===== src/rtl/star_pkg.sv =====
// Shared types and constants for the star-finding scan controller and its
// raster counter.
package star_pkg;

    typedef enum logic [2:0] {
        ST_IDLE     = 3'd0,
        ST_READ     = 3'd1,
        ST_CHECK    = 3'd2,
        ST_STG_GO   = 3'd3,
        ST_STG_WAIT = 3'd4,
        ST_STEP     = 3'd5,
        ST_DONE     = 3'd6
    } scan_state_e;

    localparam int DEF_IMG_W = 160;
    localparam int DEF_IMG_H = 120;
    localparam int DEF_N_STG = 5;

    // Stage slots in the per-star sequence.
    localparam int STG_ROWS  = 0;
    localparam int STG_L     = 1;
    localparam int STG_R     = 2;
    localparam int STG_DRAW  = 3;
    localparam int STG_CLEAN = 4;

    // Width of an index over n items, never zero bits wide.
    function automatic int idx_width(input int n);
        return (n > 1) ? $clog2(n) : 1;
    endfunction

endpackage


===== src/rtl/scan_counter.sv =====
// Raster position counter: x/y coordinates and the linear RAM address, with
// an incremental address so no multiplier is needed.
module scan_counter
    import star_pkg::*;
#(
    parameter int IMG_W   = DEF_IMG_W,
    parameter int IMG_H   = DEF_IMG_H,
    parameter int XSZ     = 8,
    parameter int YSZ     = 7,
    parameter int ADDR_SZ = 15
) (
    input  logic               clk,
    input  logic               resetn,
    input  logic               clr_i,
    input  logic               step_i,
    output logic [XSZ-1:0]     x_o,
    output logic [YSZ-1:0]     y_o,
    output logic [ADDR_SZ-1:0] addr_o,
    output logic               last_pixel_o
);

    localparam logic [XSZ-1:0] X_LAST = XSZ'(IMG_W - 1);
    localparam logic [YSZ-1:0] Y_LAST = YSZ'(IMG_H - 1);

    logic [XSZ-1:0]     x_q, x_d;
    logic [YSZ-1:0]     y_q, y_d;
    logic [ADDR_SZ-1:0] addr_q, addr_d;

    // Next raster position: clear wins over step; x wraps into the next row.
    always_comb begin
        x_d    = x_q;
        y_d    = y_q;
        addr_d = addr_q;
        if (clr_i) begin
            x_d    = {XSZ{1'b0}};
            y_d    = {YSZ{1'b0}};
            addr_d = {ADDR_SZ{1'b0}};
        end else if (step_i) begin
            addr_d = addr_q + ADDR_SZ'(1);
            if (x_q == X_LAST) begin
                x_d = {XSZ{1'b0}};
                y_d = y_q + YSZ'(1);
            end else begin
                x_d = x_q + XSZ'(1);
                y_d = y_q;
            end
        end else begin
            addr_d = addr_q;
        end
    end

    // Position registers.
    always_ff @(posedge clk) begin
        if (!resetn) begin
            x_q    <= {XSZ{1'b0}};
            y_q    <= {YSZ{1'b0}};
            addr_q <= {ADDR_SZ{1'b0}};
        end else begin
            x_q    <= x_d;
            y_q    <= y_d;
            addr_q <= addr_d;
        end
    end

    assign x_o          = x_q;
    assign y_o          = y_q;
    assign addr_o       = addr_q;
    assign last_pixel_o = (x_q == X_LAST) && (y_q == Y_LAST);

endmodule


===== src/rtl/star_scan_ctrl.sv =====
// Top-level scan controller: raster-scans the image RAM, thresholds each pixel
// and runs the enabled per-star stages through go/done handshakes.
module star_scan_ctrl
    import star_pkg::*;
#(
    parameter int IMG_W     = DEF_IMG_W,
    parameter int IMG_H     = DEF_IMG_H,
    parameter int XSZ       = 8,
    parameter int YSZ       = 7,
    parameter int ADDR_SZ   = 15,
    parameter int COL_SZ    = 3,
    parameter int THRESHOLD = 0,
    parameter int RD_LAT    = 1,
    parameter int N_STG     = DEF_N_STG,
    parameter int CNT_SZ    = 8
) (
    input  logic               clk,
    input  logic               resetn,
    input  logic               start,
    input  logic               abort,
    input  logic [N_STG-1:0]   stage_en,
    input  logic [COL_SZ-1:0]  pix_q,
    output logic [ADDR_SZ-1:0] rd_addr,
    output logic [XSZ-1:0]     x,
    output logic [YSZ-1:0]     y,
    output logic [N_STG-1:0]   stage_go,
    input  logic [N_STG-1:0]   stage_done,
    output logic               busy,
    output logic               done,
    output logic [CNT_SZ-1:0]  star_count,
    output logic               overflow
);

    localparam int IDX_SZ = idx_width(N_STG);
    localparam int LAT_SZ = idx_width(RD_LAT);

    localparam logic [IDX_SZ-1:0] IDX_LAST = IDX_SZ'(N_STG - 1);
    localparam logic [LAT_SZ-1:0] LAT_LAST = LAT_SZ'(RD_LAT - 1);
    localparam logic [COL_SZ-1:0] THR      = COL_SZ'(THRESHOLD);
    localparam logic [CNT_SZ-1:0] CNT_MAX  = {CNT_SZ{1'b1}};

    scan_state_e        state_q, state_d;
    logic [LAT_SZ-1:0]  lat_q, lat_d;
    logic [IDX_SZ-1:0]  idx_q, idx_d;
    logic [N_STG-1:0]   en_q, en_d;
    logic [CNT_SZ-1:0]  cnt_q, cnt_d;
    logic               ovf_q, ovf_d;
    logic               busy_q, done_q;
    logic               clr_s, step_s, abort_s, last_pixel_s;
    logic [N_STG-1:0]   go_s;

    scan_counter #(
        .IMG_W   (IMG_W),
        .IMG_H   (IMG_H),
        .XSZ     (XSZ),
        .YSZ     (YSZ),
        .ADDR_SZ (ADDR_SZ)
    ) u_scan_counter (
        .clk          (clk),
        .resetn       (resetn),
        .clr_i        (clr_s),
        .step_i       (step_s),
        .x_o          (x),
        .y_o          (y),
        .addr_o       (rd_addr),
        .last_pixel_o (last_pixel_s)
    );

    assign abort_s = abort && (state_q != ST_IDLE);

    // Next-state, stage sequencing and star counting; abort overrides all.
    always_comb begin
        state_d = state_q;
        lat_d   = lat_q;
        idx_d   = idx_q;
        en_d    = en_q;
        cnt_d   = cnt_q;
        ovf_d   = ovf_q;
        clr_s   = 1'b0;
        step_s  = 1'b0;
        go_s    = {N_STG{1'b0}};
        if (abort_s) begin
            state_d = ST_IDLE;
        end else begin
            case (state_q)
                ST_IDLE: begin
                    if (start) begin
                        clr_s   = 1'b1;
                        cnt_d   = {CNT_SZ{1'b0}};
                        ovf_d   = 1'b0;
                        en_d    = stage_en;
                        lat_d   = {LAT_SZ{1'b0}};
                        state_d = ST_READ;
                    end else begin
                        state_d = ST_IDLE;
                    end
                end
                ST_READ: begin
                    if (lat_q == LAT_LAST) begin
                        lat_d   = {LAT_SZ{1'b0}};
                        state_d = ST_CHECK;
                    end else begin
                        lat_d   = lat_q + LAT_SZ'(1);
                    end
                end
                ST_CHECK: begin
                    if (pix_q > THR) begin
                        // A saturated counter holds and flags the lost star.
                        if (cnt_q == CNT_MAX) begin
                            ovf_d = 1'b1;
                        end else begin
                            cnt_d = cnt_q + CNT_SZ'(1);
                        end
                        idx_d   = {IDX_SZ{1'b0}};
                        state_d = ST_STG_GO;
                    end else begin
                        state_d = ST_STEP;
                    end
                end
                ST_STG_GO: begin
                    if (en_q[idx_q]) begin
                        go_s[idx_q] = 1'b1;
                        state_d     = ST_STG_WAIT;
                    end else if (idx_q == IDX_LAST) begin
                        state_d = ST_STEP;
                    end else begin
                        idx_d   = idx_q + IDX_SZ'(1);
                    end
                end
                ST_STG_WAIT: begin
                    if (stage_done[idx_q]) begin
                        if (idx_q == IDX_LAST) begin
                            state_d = ST_STEP;
                        end else begin
                            idx_d   = idx_q + IDX_SZ'(1);
                            state_d = ST_STG_GO;
                        end
                    end else begin
                        state_d = ST_STG_WAIT;
                    end
                end
                ST_STEP: begin
                    step_s  = 1'b1;
                    lat_d   = {LAT_SZ{1'b0}};
                    state_d = last_pixel_s ? ST_DONE : ST_READ;
                end
                ST_DONE: begin
                    state_d = ST_IDLE;
                end
                default: begin
                    state_d = ST_IDLE;
                end
            endcase
        end
    end

    // Controller state and result registers; busy/done follow the next state.
    always_ff @(posedge clk) begin
        if (!resetn) begin
            state_q <= ST_IDLE;
            lat_q   <= {LAT_SZ{1'b0}};
            idx_q   <= {IDX_SZ{1'b0}};
            en_q    <= {N_STG{1'b0}};
            cnt_q   <= {CNT_SZ{1'b0}};
            ovf_q   <= 1'b0;
            busy_q  <= 1'b0;
            done_q  <= 1'b0;
        end else begin
            state_q <= state_d;
            lat_q   <= lat_d;
            idx_q   <= idx_d;
            en_q    <= en_d;
            cnt_q   <= cnt_d;
            ovf_q   <= ovf_d;
            busy_q  <= (state_d != ST_IDLE);
            done_q  <= (state_d == ST_DONE);
        end
    end

    // stage_go is decoded from the state register but gated by abort in the
    // same cycle, so an aborted STG_GO never launches a sub-engine.
    assign stage_go   = go_s;
    assign busy       = busy_q;
    assign done       = done_q;
    assign star_count = cnt_q;
    assign overflow   = ovf_q;

endmodule

===== config.mk =====
export PLATFORM = sky130hd
export DESIGN_NAME = star_scan_ctrl
export DESIGN_NICKNAME = d
export VERILOG_FILES = /design/src/rtl/star_pkg.sv /design/src/rtl/scan_counter.sv /design/src/rtl/star_scan_ctrl.sv
export SDC_FILE = /design/constraint.sdc
export NUM_CORES = 1
export LEC_CHECK = 0
export ABC_AREA = 1
export ABC_CLOCK_PERIOD_IN_PS = 2950
export CORE_MARGIN = 8
export CORE_UTILIZATION = 56
export CTS_BUF_LIST = sky130_fd_sc_hd__clkbuf_2
export CTS_CLUSTER_SIZE = 16
export DETAILED_ROUTE_END_ITERATION = 16
export PLACE_DENSITY = 0.93
export SLEW_MARGIN = 0
export SYNTH_ARGS = -nofsm -noshare
export SYNTH_HDL_FRONTEND = slang
export SYNTH_SLANG_ARGS = --single-unit

===== constraint.sdc =====
create_clock -name clk -period 2.95 [get_ports clk]
set_input_delay 0.885 -clock clk [delete_from_list [all_inputs] [get_ports clk]]
set_output_delay 0.885 -clock clk [all_outputs]
set_load 0.03 [all_outputs]

======== Word level (Yosys, flattened, before mapping) ========
Index checks and enable logic that the tools add are counted.
storage, ports and cells
  bits in registers ....................... 53
  bits of input ports ..................... 17
  logic and storage cells ................. 94
operators by class
  reduce and logical (&&, ||, !) cells .... 16
  $add $sub $neg .......................... 6
  equality and inequality tests ........... 16
  muxes and demuxes ....................... 40
  bitwise logic cells ..................... 2
  $lt $le $gt $ge ......................... 3
operators with widths
  cell                                                 count
  two-way mux 3 bit                                    12
  two-way mux 8 bit                                    4
  case mux 3 bit (6 select lines)                      1
  adder 8 x 1 -> 8 bit, second input constant          2
  equality test 8 bit, second input constant           2
  case mux 8 bit (2 select lines)                      1
  adder 15 x 1 -> 15 bit, second input constant        1
  two-way mux 5 bit                                    3
  AND reduction 5 bit                                  3
  two-way mux 1 bit                                    13
  equality test 3 bit, second input constant           4
  inequality test 2 bit, second input constant         6
  nonzero test 3 bit                                   4
  case mux 3 bit (3 select lines)                      1
  adder 7 x 1 -> 7 bit, second input constant          1
  equality test 7 bit, second input constant           1
  binary-select mux 1 bit (select 3 bit)               2
  equality test 3 x 2 -> 1 bit, second input constant  2
  AND reduction 3 bit                                  2
  < comparator 3 x 4 -> 1 bit, second input constant   1
  adder 3 x 1 -> 3 bit, second input constant          1
  demux 1 bit (select 3 bit)                           1
  equality test 3 x 1 -> 1 bit, second input constant  1
  >= comparator 3 x 1 -> 1 bit, second input constant  1
  other kinds (10)                                     13

======== Depth between registers and ports, before layout ========
  depth in word-level cells ............... 7
  mapped depth ............................ 12
  mapped depth without buffers ............ 12

======== Modules after synthesis ========
From an unflattened synthesis, not the netlist that was laid out.
second synthesis, totals
  cells, all modules ...................... 416
  area, all modules ....................... 2844.0 um^2
modules (own cells, without submodules)
  module          area each (um^2)  seq. area each (um^2)  times used  cells an instance
  scan_counter    1486.4            600.6                  1           208
  star_scan_ctrl  1357.6            440.4                  1           208

======== Worst setup path before layout ========
No wires, ideal clock.
  kind .................................... register -> output
  start ................................... register idx_q[1]
  end ..................................... output port stage_go[0]
  data arrival time ....................... 1.977 ns
  stages on the path, launching flop included .. 9
  path buffers ............................ 1
  slack ................................... 0.088 ns
  data required time ...................... 2.065 ns
  cells stage by stage .................... dfxtp_1 > buf_4 > nor2_1 > nand3_1 > nand3_1 > nor2_1 > nor2_2 > nand2_1 > nor4_1
between the ends
  word-level cells in the longest chain between the ends .. 7
  elaborated cells on any way between the ends .. 10
RTL lines
  what                                                                                                      line                   source
  start: declaration                                                                                        star_scan_ctrl.sv:44   logic [IDX_SZ-1:0] idx_q, idx_d;
  start signal: assignment                                                                                  star_scan_ctrl.sv:162  idx_q <= {IDX_SZ{1'b0}};
  start signal: assignment                                                                                  star_scan_ctrl.sv:171  idx_q <= idx_d;
  < comparator 3 x 4 -> 1 bit (implied by the code) / >= comparator 3 x 1 -> 1 bit (equally long branches)  star_scan_ctrl.sv:122  go_s[idx_q] = 1'b1;
  logical AND 1 bit (implied by the code)                                                                   star_scan_ctrl.sv:122
  two-way mux 1 bit (implied by the code)                                                                   star_scan_ctrl.sv:122
  demux 1 bit (select 3 bit)                                                                                star_scan_ctrl.sv:122
  two-way mux 5 bit *                                                                                       star_scan_ctrl.sv:121  if (en_q[idx_q]) begin
  two-way mux 5 bit *                                                                                       star_scan_ctrl.sv:85   case (state_q)
  two-way mux 5 bit *                                                                                       star_scan_ctrl.sv:82   if (abort_s) begin
  end: declaration                                                                                          star_scan_ctrl.sv:26   output logic [N_STG-1:0] stage_go,
Mark *: on every way between the ends. The rest lies on a longest branch, timed or not. The select of a mux whose other input is x is not followed.

======== Worst setup path after layout ========
  start ................................... register idx_q[2]
  end ..................................... output port stage_go[0]
The elaborated chain is that of the path after synthesis.

==> tab_implementation.tex <==
\begin{tabular}{lr}
\hline
Metric & Value \\
\hline
\multicolumn{2}{l}{\textbf{Job}} \\
Number of maximum-capacitance violations & 0 \\
\multicolumn{2}{l}{\textbf{Global route}} \\
Global-route wire length before repair & about 12000 um \\
Number of antenna violations at the first check in global routing & 0 \\
Overall global routing resource usage & 18.7\% \\
Total congestion overflow & 0 \\
Via count of the first global-routing pass & 2685 \\
Maximum number of pins on one net before global-route repair & 24 \\
\multicolumn{2}{l}{\textbf{Clock network}} \\
Clock H-tree levels & 2 \\
Post-CTS Hold Fix Bufs & 0 \\
Sink Count & 52 \\
Clock root cell & sky130\_fd\_sc\_hd\_\_clkbuf\_2 \\
Clk pin slew, worst setup/hold paths & 0.24 ns \\
CTS buffer count & 5 \\
Clock latency on the worst-skew pair & 0.44 ns \\
TritonCTS clock tree & done \\
CTS max path bufs & 2 \\
\multicolumn{2}{l}{\textbf{Synth}} \\
Number of warnings reported in the yosys synthesis log & 0 \\
Syn Inst Count & 394 \\
Number of flops mapped to enable cells by yosys & 0 \\
Post-Syn Nets & between 400 and 500 \\
Count of different cell masters after synthesis & 40 \\
Total standard cell area after synthesis & 2790 um2 \\
Sequential cell area fraction in the yosys report & a little under two fifths \\
\#FFs+latches synth & 52 \\
Cell types occupying the most area after synthesis & sky130\_fd\_sc\_hd\_\_dfxtp\_1 37\%, sky130\_fd\_sc\_hd\_\_nand2\_1 9.7\%, sky130\_fd\_sc\_hd\_\_inv\_1 6.6\% \\
Library cell occupying the most area in the post-synthesis netlist & sky130\_fd\_sc\_hd\_\_dfxtp\_1 \\
Share of the synthesized area in the top cell type & a little under two fifths \\
Synth async-reset ratio & 0\% \\
Avg Cell Area, Syn & between 7 and 8 um2 \\
Top FF cell, synth & sky130\_fd\_sc\_hd\_\_dfxtp\_1 \\
\multicolumn{2}{l}{\textbf{Worst setup path}} \\
Critical path start-end classification & reg2out \\
Kind of end point of the critical path & output pin \\
Bufs and invs on worst path & 2 \\
Nature of the critical path startpoint & register \\
Reg2Reg Launch Point & star\_count[0] \\
Cell Chain, Critical Path & inv\_1 -> nand4\_1 -> o21ai\_2 -> nor2\_1 -> nor2\_2 -> nand2\_2 -> nor4\_2 -> buf\_4 \\
Kind of cell adding the most delay to the critical path & simple AND/OR/NAND/NOR gates \\
Critical path's slowest cell & sky130\_fd\_sc\_hd\_\_dfxtp\_4 \\
Arr. time, crit path & 1.99 ns \\
Required time of the worst setup path & slightly above 2 ns \\
Worst stage delay on the critical path & 0.43 ns \\
Largest driver fanout on the critical path & 6 \\
Source of the critical timing path & idx\_q[2] \\
\multicolumn{2}{l}{\textbf{Pwr}} \\
Worst vdd ir & 0.226 mV \\
PwrDens & 408 nW/um2 \\
Leakage power total & 0.00149 uW \\
\multicolumn{2}{l}{\textbf{Final layout}} \\
Area growth from synthesis to layout & 29.7\% \\
Most common cell after layout, fill and taps aside & sky130\_fd\_sc\_hd\_\_nand2\_1 \\
Most frequent cells in the layout & 71 x sky130\_fd\_sc\_hd\_\_nand2\_1, 57 x sky130\_fd\_sc\_hd\_\_clkdlybuf4s50\_1, 49 x sky130\_fd\_sc\_hd\_\_inv\_1, 49 x sky130\_fd\_sc\_hd\_\_dfxtp\_1, 47 x sky130\_fd\_sc\_hd\_\_nor2\_1 \\
Sequential cell area in the final layout & 1050 um2 \\
Number of non-filler instances in the completed layout & $\sim$540 \\
Fin nets & 491 \\
Area used by multi-input combinational logic & 1520 um2 \\
Layout cells sized above 1 & 14.9\% \\
Ant diodes & 0 \\
Filler cell count & 346 \\
\multicolumn{2}{l}{\textbf{Place}} \\
Cell Count Post-Placement & between 500 and 600 \\
Buffers added on ports & 62 \\
Pre-CTS worst setup slack & 0.140 ns \\
GP Congestion & 0.897 \\
Post-detailed-placement half-perimeter wirelength & 5270 um \\
\multicolumn{2}{l}{\textbf{Timing}} \\
Pin slew with the least headroom to its limit & 0.344 ns \\
Highest Clock Rate & between 300 and 400 MHz \\
Hold Worst Slack & $\sim$0.47 ns \\
Worst slew margin relative to its limit & 77.0\% \\
Setup slack after layout & 0.0717 ns \\
Finish-stage setup viols & 0 \\
Number of hold violations in the final report & 0 \\
Unrepaired setup endpoints after global routing & yes \\
Final Max Slew Viols & 0 \\
Final worst-path cycle share & 97.6\% \\
Worst Skew & 0.0197 ns \\
Post-route minimum period & 2.88 ns \\
\multicolumn{2}{l}{\textbf{Floorplan}} \\
Chip Height & between 80 and 90 um \\
Number of placed I/O pins & 63 \\
Core region area & 4750 um2 \\
Site row count & 25 \\
Initial cell density of the core & between 50 and 60\% \\
Die area & 7500 um2 \\
Die Width & 86.6 um \\
\multicolumn{2}{l}{\textbf{Route}} \\
Total via count after detailed routing & just under 3000 \\
Antenna violation net count after detailed routing & 0 \\
DRT Wirelength & 7210 um \\
First-pass DRT Iterations & 5 \\
Initial DRC count & 201 \\
Detail-routed net length per standard cell & roughly 13 um \\
DRC violation count after routing & 0 \\
Vias per cell & about 5.4 \\
\multicolumn{2}{l}{\textbf{Worst hold path}} \\
Path type of the worst min-delay path & reg2reg \\
Min-Delay Startpoint & en\_q[0] \\
\multicolumn{2}{l}{\textbf{Outcome}} \\
Status & complete, no violations \\
\hline
\end{tabular}
layer usage:
metal  wire, um  part of all wire [%]  global-route usage [%]  vias to the layer above
li1           -                     -                       -                     1417
met1       2930                    41                    20.4                     1345
met2       3570                    49                    33.2                      110
met3        595                   8.3                    5.95                       12
met4        117                   1.6                    5.95                        0
met5          0                     0                       0                        -
final timing paths:
kind	end	slack, ns	cells past startpoint
hold reg to reg	en_q[0]	0.47	2
hold / removal	en_q[0]	0.47	2
setup reg to reg	star_count[2]	1.04	10
setup / recovery	stage_go[0]	0.07	8
synth_stat cells (2+ instances only):
master / instances
sky130_fd_sc_hd__nor2_4: 2
sky130_fd_sc_hd__a21oi_1: 30
sky130_fd_sc_hd__nor3b_1: 3
sky130_fd_sc_hd__nand2_1: 72
sky130_fd_sc_hd__xnor2_1: 5
sky130_fd_sc_hd__o21ai_0: 16
sky130_fd_sc_hd__xor2_1: 9
sky130_fd_sc_hd__nand2_4: 2
sky130_fd_sc_hd__dfxtp_1: 52
sky130_fd_sc_hd__clkbuf_1: 3
sky130_fd_sc_hd__nor3_1: 8
sky130_fd_sc_hd__o21ai_1: 5
sky130_fd_sc_hd__inv_2: 5
sky130_fd_sc_hd__inv_1: 49
sky130_fd_sc_hd__nor4_1: 5
sky130_fd_sc_hd__nor2_2: 7
sky130_fd_sc_hd__nand4_1: 6
sky130_fd_sc_hd__nand3_2: 3
sky130_fd_sc_hd__nand4_2: 2
sky130_fd_sc_hd__nor2_1: 48
sky130_fd_sc_hd__nand3_1: 31
sky130_fd_sc_hd__buf_4: 3
sky130_fd_sc_hd__nand2_2: 6
sky130_fd_sc_hd__ha_1: 6
flip-flops by register name, indices dropped and copies added (netlist names):
name and cells:
u_scan_counter.x_o 8, u_scan_counter.y_o 7, busy 1, idx_q 3, state_q 3, overflow 1, star_count 8, u_scan_counter.addr_o 15
done 1, en_q 5
power by group:
part / internal [uW] / total [uW] / switching, uW / leakage [uW]
logic: 147 / 416 / 269 / 0.00103
clock network: 58.0 / 285 / 227 / 0.0000308
registers: 741 / 774 / 32.8 / 0.000423
worst register-to-register path, delay by kind of cell, from the launching register on:
family	cells	cell delay (ns)
fa+ha+maj	1	0.21
buf+inv	1	0.21
flops	1	0.44
simple gates	8	1.02
kinds of logic after synthesis:
logic type	after synthesis	share of synthesized area, %
and+or+nand+nor	201	34.9
DFF	52	37.3
buffers and inverters	64	9.42
AOI/OAI and AO/OA	57	11.3
xor gates and xnor gates	14	4.39
adders and majority gates	6	2.69
cell type report:
class                      instances  share of cell area, %
tap                               67                   2.32
clock buffer                       5                  0.692
multi-input combinational        278                   42.1
inverter                          56                   5.88
sequential                        52                   29.1
clock inverter                     3                  0.484
timing repair buffer              75                   19.4
timing repair:
item / CTS / global route
setup endpoints to repair: 4 / 5
buffers inserted: 0 / 9
cloned: 0 / 0
gates resized for setup: 4 / 10
pin swaps: 0 / 2
stage by stage:
step | total power (uW) | setup TNS [ns] | cell area [um2] | util [%]
5_1_grt | 1570 | -0.202 | 3620 | 76.1
3_5_place_dp | 1180 | 0 | 3460 | 72.8
4_1_cts | 1470 | 0 | 3510 | 73.8
6_report | 1480 | 0 | 3620 | 76.1
3_3_place_gp | 1160 | 0 | 3460 | 72.8
2_1_floorplan | 1070 | 0 | 2790 | -
Power figures use the tool's default switching activity.
==> patch 1 (config.mk and constraints unchanged) <==
Change the parameter `RD_LAT` from 1 to 2.
--- a/src/rtl/star_scan_ctrl.sv
+++ b/src/rtl/star_scan_ctrl.sv
@@ -12,3 +12,3 @@
     parameter int THRESHOLD = 0,
-    parameter int RD_LAT    = 1,
+    parameter int RD_LAT    = 2,
     parameter int N_STG     = DEF_N_STG,
Behaviour: not the same (Yosys sat finds a counterexample within 4 cycles, from zero or initial values and one cycle with resetn low).
==> patch 1 against the unedited design <==
Area after synthesis fell by 0.54%. Cell count up 3.2%. Power shrank 7.3%. Core utilization is 1.4 points lower. Clock power is 38% higher. Cell area is 1.8% lower. Synthesized cell count increased by 5.8%. Worst setup slack better by 0.13 ns. Wire length down 2.4%. Sequential cell count is 1 higher. Largest power group unchanged. Highest routed layer unchanged.
==> patch 1: results <==
set metrics [dict create \
    dr_wl_met3_um 414 \
    dr_wl_met2_um 3330 \
    r2r_slack_ns 1.09 \
    clkTransAtPathRegs_ns 0.30 \
    globalRouteMet3Util_pct 5.10 \
    crit_fanout 7 \
    post_dp_cell_area_mm2 0.00347 \
    drive_gt1_share_pct 7.00 \
    hold_ws_ns 0.487 \
    ys_top_cells_by_count "nand2_1, dfxtp_1, inv_1" \
    status "finished, final reports clean" \
    synth.distinct_cells 31 \
    slowest_delay_ns 0.51 \
    grt_max_degree 19 \
    ctsResizeCount 0 \
    wirelength_met1_um 3260 \
    ys_seq_area_share_pct 38.2 \
    worstMarginPinSlew_ns 0.436 \
    clock-sinks 53 \
    critPathLaunch "state_q[0]" \
    grt_pass1_wl_um 11800 \
    critPathCapture "stage_go[2]" \
    seq_area_mm2 0.00106 \
    dr.pass1.iters 4 \
    reg2reg_to "u_scan_counter.y_o[6]" \
    use_met1_pct 22.2 \
    fin_ws_ns 0.200 \
    grt_util_met2_pct 32.1 \
    signal_buffers 66 \
    inv_count 58 \
    dp_hpwl_um 5380 \
    min_to "en_q[4]" \
    fillCellCount 389 \
    grtUsageTotal_pct 18.7 \
]
patch 1: changes by cell type after synthesis, sizes merged, moves of 3 or more:
cell   change
nor4       -4
nand2     +22
xnor2      -3
o21ai      -6
nor3       +7
nor2       -7
nand4      +3
a21oi      +8
nand3      +6
patch 1: kinds of logic (layout without fill, tap and decap cells):
| group | count (synthesis) | after routing | share of synthesized area [%] |
|---|---|---|---|
| flip-flops | 53 | 53 | 38.2 |
| adder cells (fa/ha/maj) | 6 | 6 | 2.71 |
| XOR/XNOR | 9 | 9 | 2.84 |
| AO/OA/AOI/OAI | 59 | 59 | 11.0 |
| AND/OR/NAND/NOR | 227 | 227 | 36.6 |
| buffers and inverters | 63 | 132 | 8.66 |
patch 1: report_power, final:
part           internal (mW)  total [mW]  leakage, nW  switching, mW
Combinational         0.0795       0.219        0.911          0.139
Sequential             0.739       0.756        0.429         0.0167
Clock                  0.150       0.392       0.0440          0.242
Total                  0.969        1.37         1.38          0.398
==> patch 2 (same flow settings) <==
Without the edit above. The 7 states of `scan_state_e` get a one-hot encoding in 7 bits.
--- a/src/rtl/star_pkg.sv
+++ b/src/rtl/star_pkg.sv
@@ -4,10 +4,10 @@
 
-    typedef enum logic [2:0] {
-        ST_IDLE     = 3'd0,
-        ST_READ     = 3'd1,
-        ST_CHECK    = 3'd2,
-        ST_STG_GO   = 3'd3,
-        ST_STG_WAIT = 3'd4,
-        ST_STEP     = 3'd5,
-        ST_DONE     = 3'd6
+    typedef enum logic [6:0] {
+        ST_IDLE     = 7'b0000001,
+        ST_READ     = 7'b0000010,
+        ST_CHECK    = 7'b0000100,
+        ST_STG_GO   = 7'b0001000,
+        ST_STG_WAIT = 7'b0010000,
+        ST_STEP     = 7'b0100000,
+        ST_DONE     = 7'b1000000
     } scan_state_e;
Check against the original RTL: same outputs for any inputs over 10 cycles, from zero or initial values and one cycle with resetn low; not proved beyond that.
==> patch 2 against the unedited design <==
Area after synthesis grew 9.8%. Sequential cell count grew 4. Worst setup slack worse by 0.019 ns. Register-to-register slack got worse by 0.12 ns. Clock skew shrank 0.0098 ns. Global-route usage is 0.62 points lower. Core utilization fell by 5.2 points. Cell area grew 5.9%. Count of clock-buffer cells in the layout is 1 higher. Wire length is 7.2% higher. Largest cell class unchanged. Highest routed layer unchanged.
Power is not compared: it rests on default switching activity, and its combinational part moved more than twofold at a synthesized area within 25%.
==> patch 2: results <==
set metrics [dict create \
    min_to "en_q[1]" \
    slew_headroom_pct 77.2 \
    dr_wl_met2_um 3810 \
    ys_seq_area_share_pct 36.6 \
    grt_pass1_vias 2978 \
    ys_top_cells_by_count "nand2_1, inv_1, dfxtp_1, nor2_1, nand3_1" \
    wire_per_inst_um 13.1 \
    ctsResizeCount 3 \
    grt_pass1_wl_um 12800 \
    r2r_slack_ns 0.92 \
    r2r-start "state_q[4]" \
    globalRouteMet3Util_pct 4.24 \
    use_met1_pct 21.1 \
    cts_setup_buffers 1 \
    finalCriticalPeriod_ns 2.90 \
    wirelength_met1_um 3310 \
    synthTopCellsByArea "dfxtp_1, nand2_1, nand3_1, inv_1, nor2_1" \
    drt_iter0_drc 247 \
    crit_fanout 7 \
    dr.pass1.iters 10 \
    synth.distinct_cells 33 \
    status "finished, final reports clean" \
    grt_util_met2_pct 31.2 \
    crit_slowest_cell "dfxtp_2" \
    pre_cts_slack_ns 0.103 \
    viasPerCell 5.44 \
    gp_congestion 0.865 \
]
-- patch 2: cell count changes after synthesis, sizes merged, moves of 4 or more --
| cell | delta |
|---|---|
| nor3 | +9 |
| dfxtp | +4 |
| inv | +5 |
| nand2 | +25 |
| nor2 | +4 |
| a21oi | +4 |
| nand3 | +10 |
-- patch 2: worst max-delay path by stage --
stage | end | start
CTS | stage_go[0] | idx_q[2]
floorplan | stage_go[2] | abort
detailed placement | stage_go[3] | abort
global route | stage_go[0] | state_q[4]
finish | stage_go[0] | state_q[4]
global placement | stage_go[2] | abort
-- patch 2: per-stage QoR --
| stage | hold slack (ns) | cell area, um^2 |
|---|---|---|
| floorplan | 0.424 | 3060 |
| global route | 0.508 | 3830 |
| CTS | 0.487 | 3780 |
| detailed placement | 0.459 | 3730 |
| finish | 0.488 | 3830 |
| global placement | 0.440 | 3730 |
-- patch 2: power by group --
group | total, mW | switching, mW | internal (mW)
clock network | 0.294 | 0.235 | 0.0590
registers | 0.783 | 0.00851 | 0.774
logic | 0.181 | 0.119 | 0.0618
-- patch 2: final cells by class --
type | instances | area [um^2]
clock buffer | 6 | 30.0
clock inverter | 2 | 11.3
timing repair buffer | 67 | 646
inverter | 61 | 229
multi-input combinational | 326 | 1700
tap | 72 | 90.1
sequential | 56 | 1120
fill | 451 | 1570
-- patch 2: cell families (layout without fill, tap and decap cells) --
| kind of cell | after synthesis | in the layout | synth area share, % |
|---|---|---|---|
| buffers and inverters | 71 | 136 | 9.52 |
| XOR/XNOR | 15 | 15 | 4.29 |
| adder cells (fa/ha/maj) | 6 | 6 | 2.45 |
| AO/OA/AOI/OAI | 59 | 59 | 9.97 |
| AND/OR/NAND/NOR | 246 | 246 | 37.2 |
| flip-flops | 56 | 56 | 36.6 |
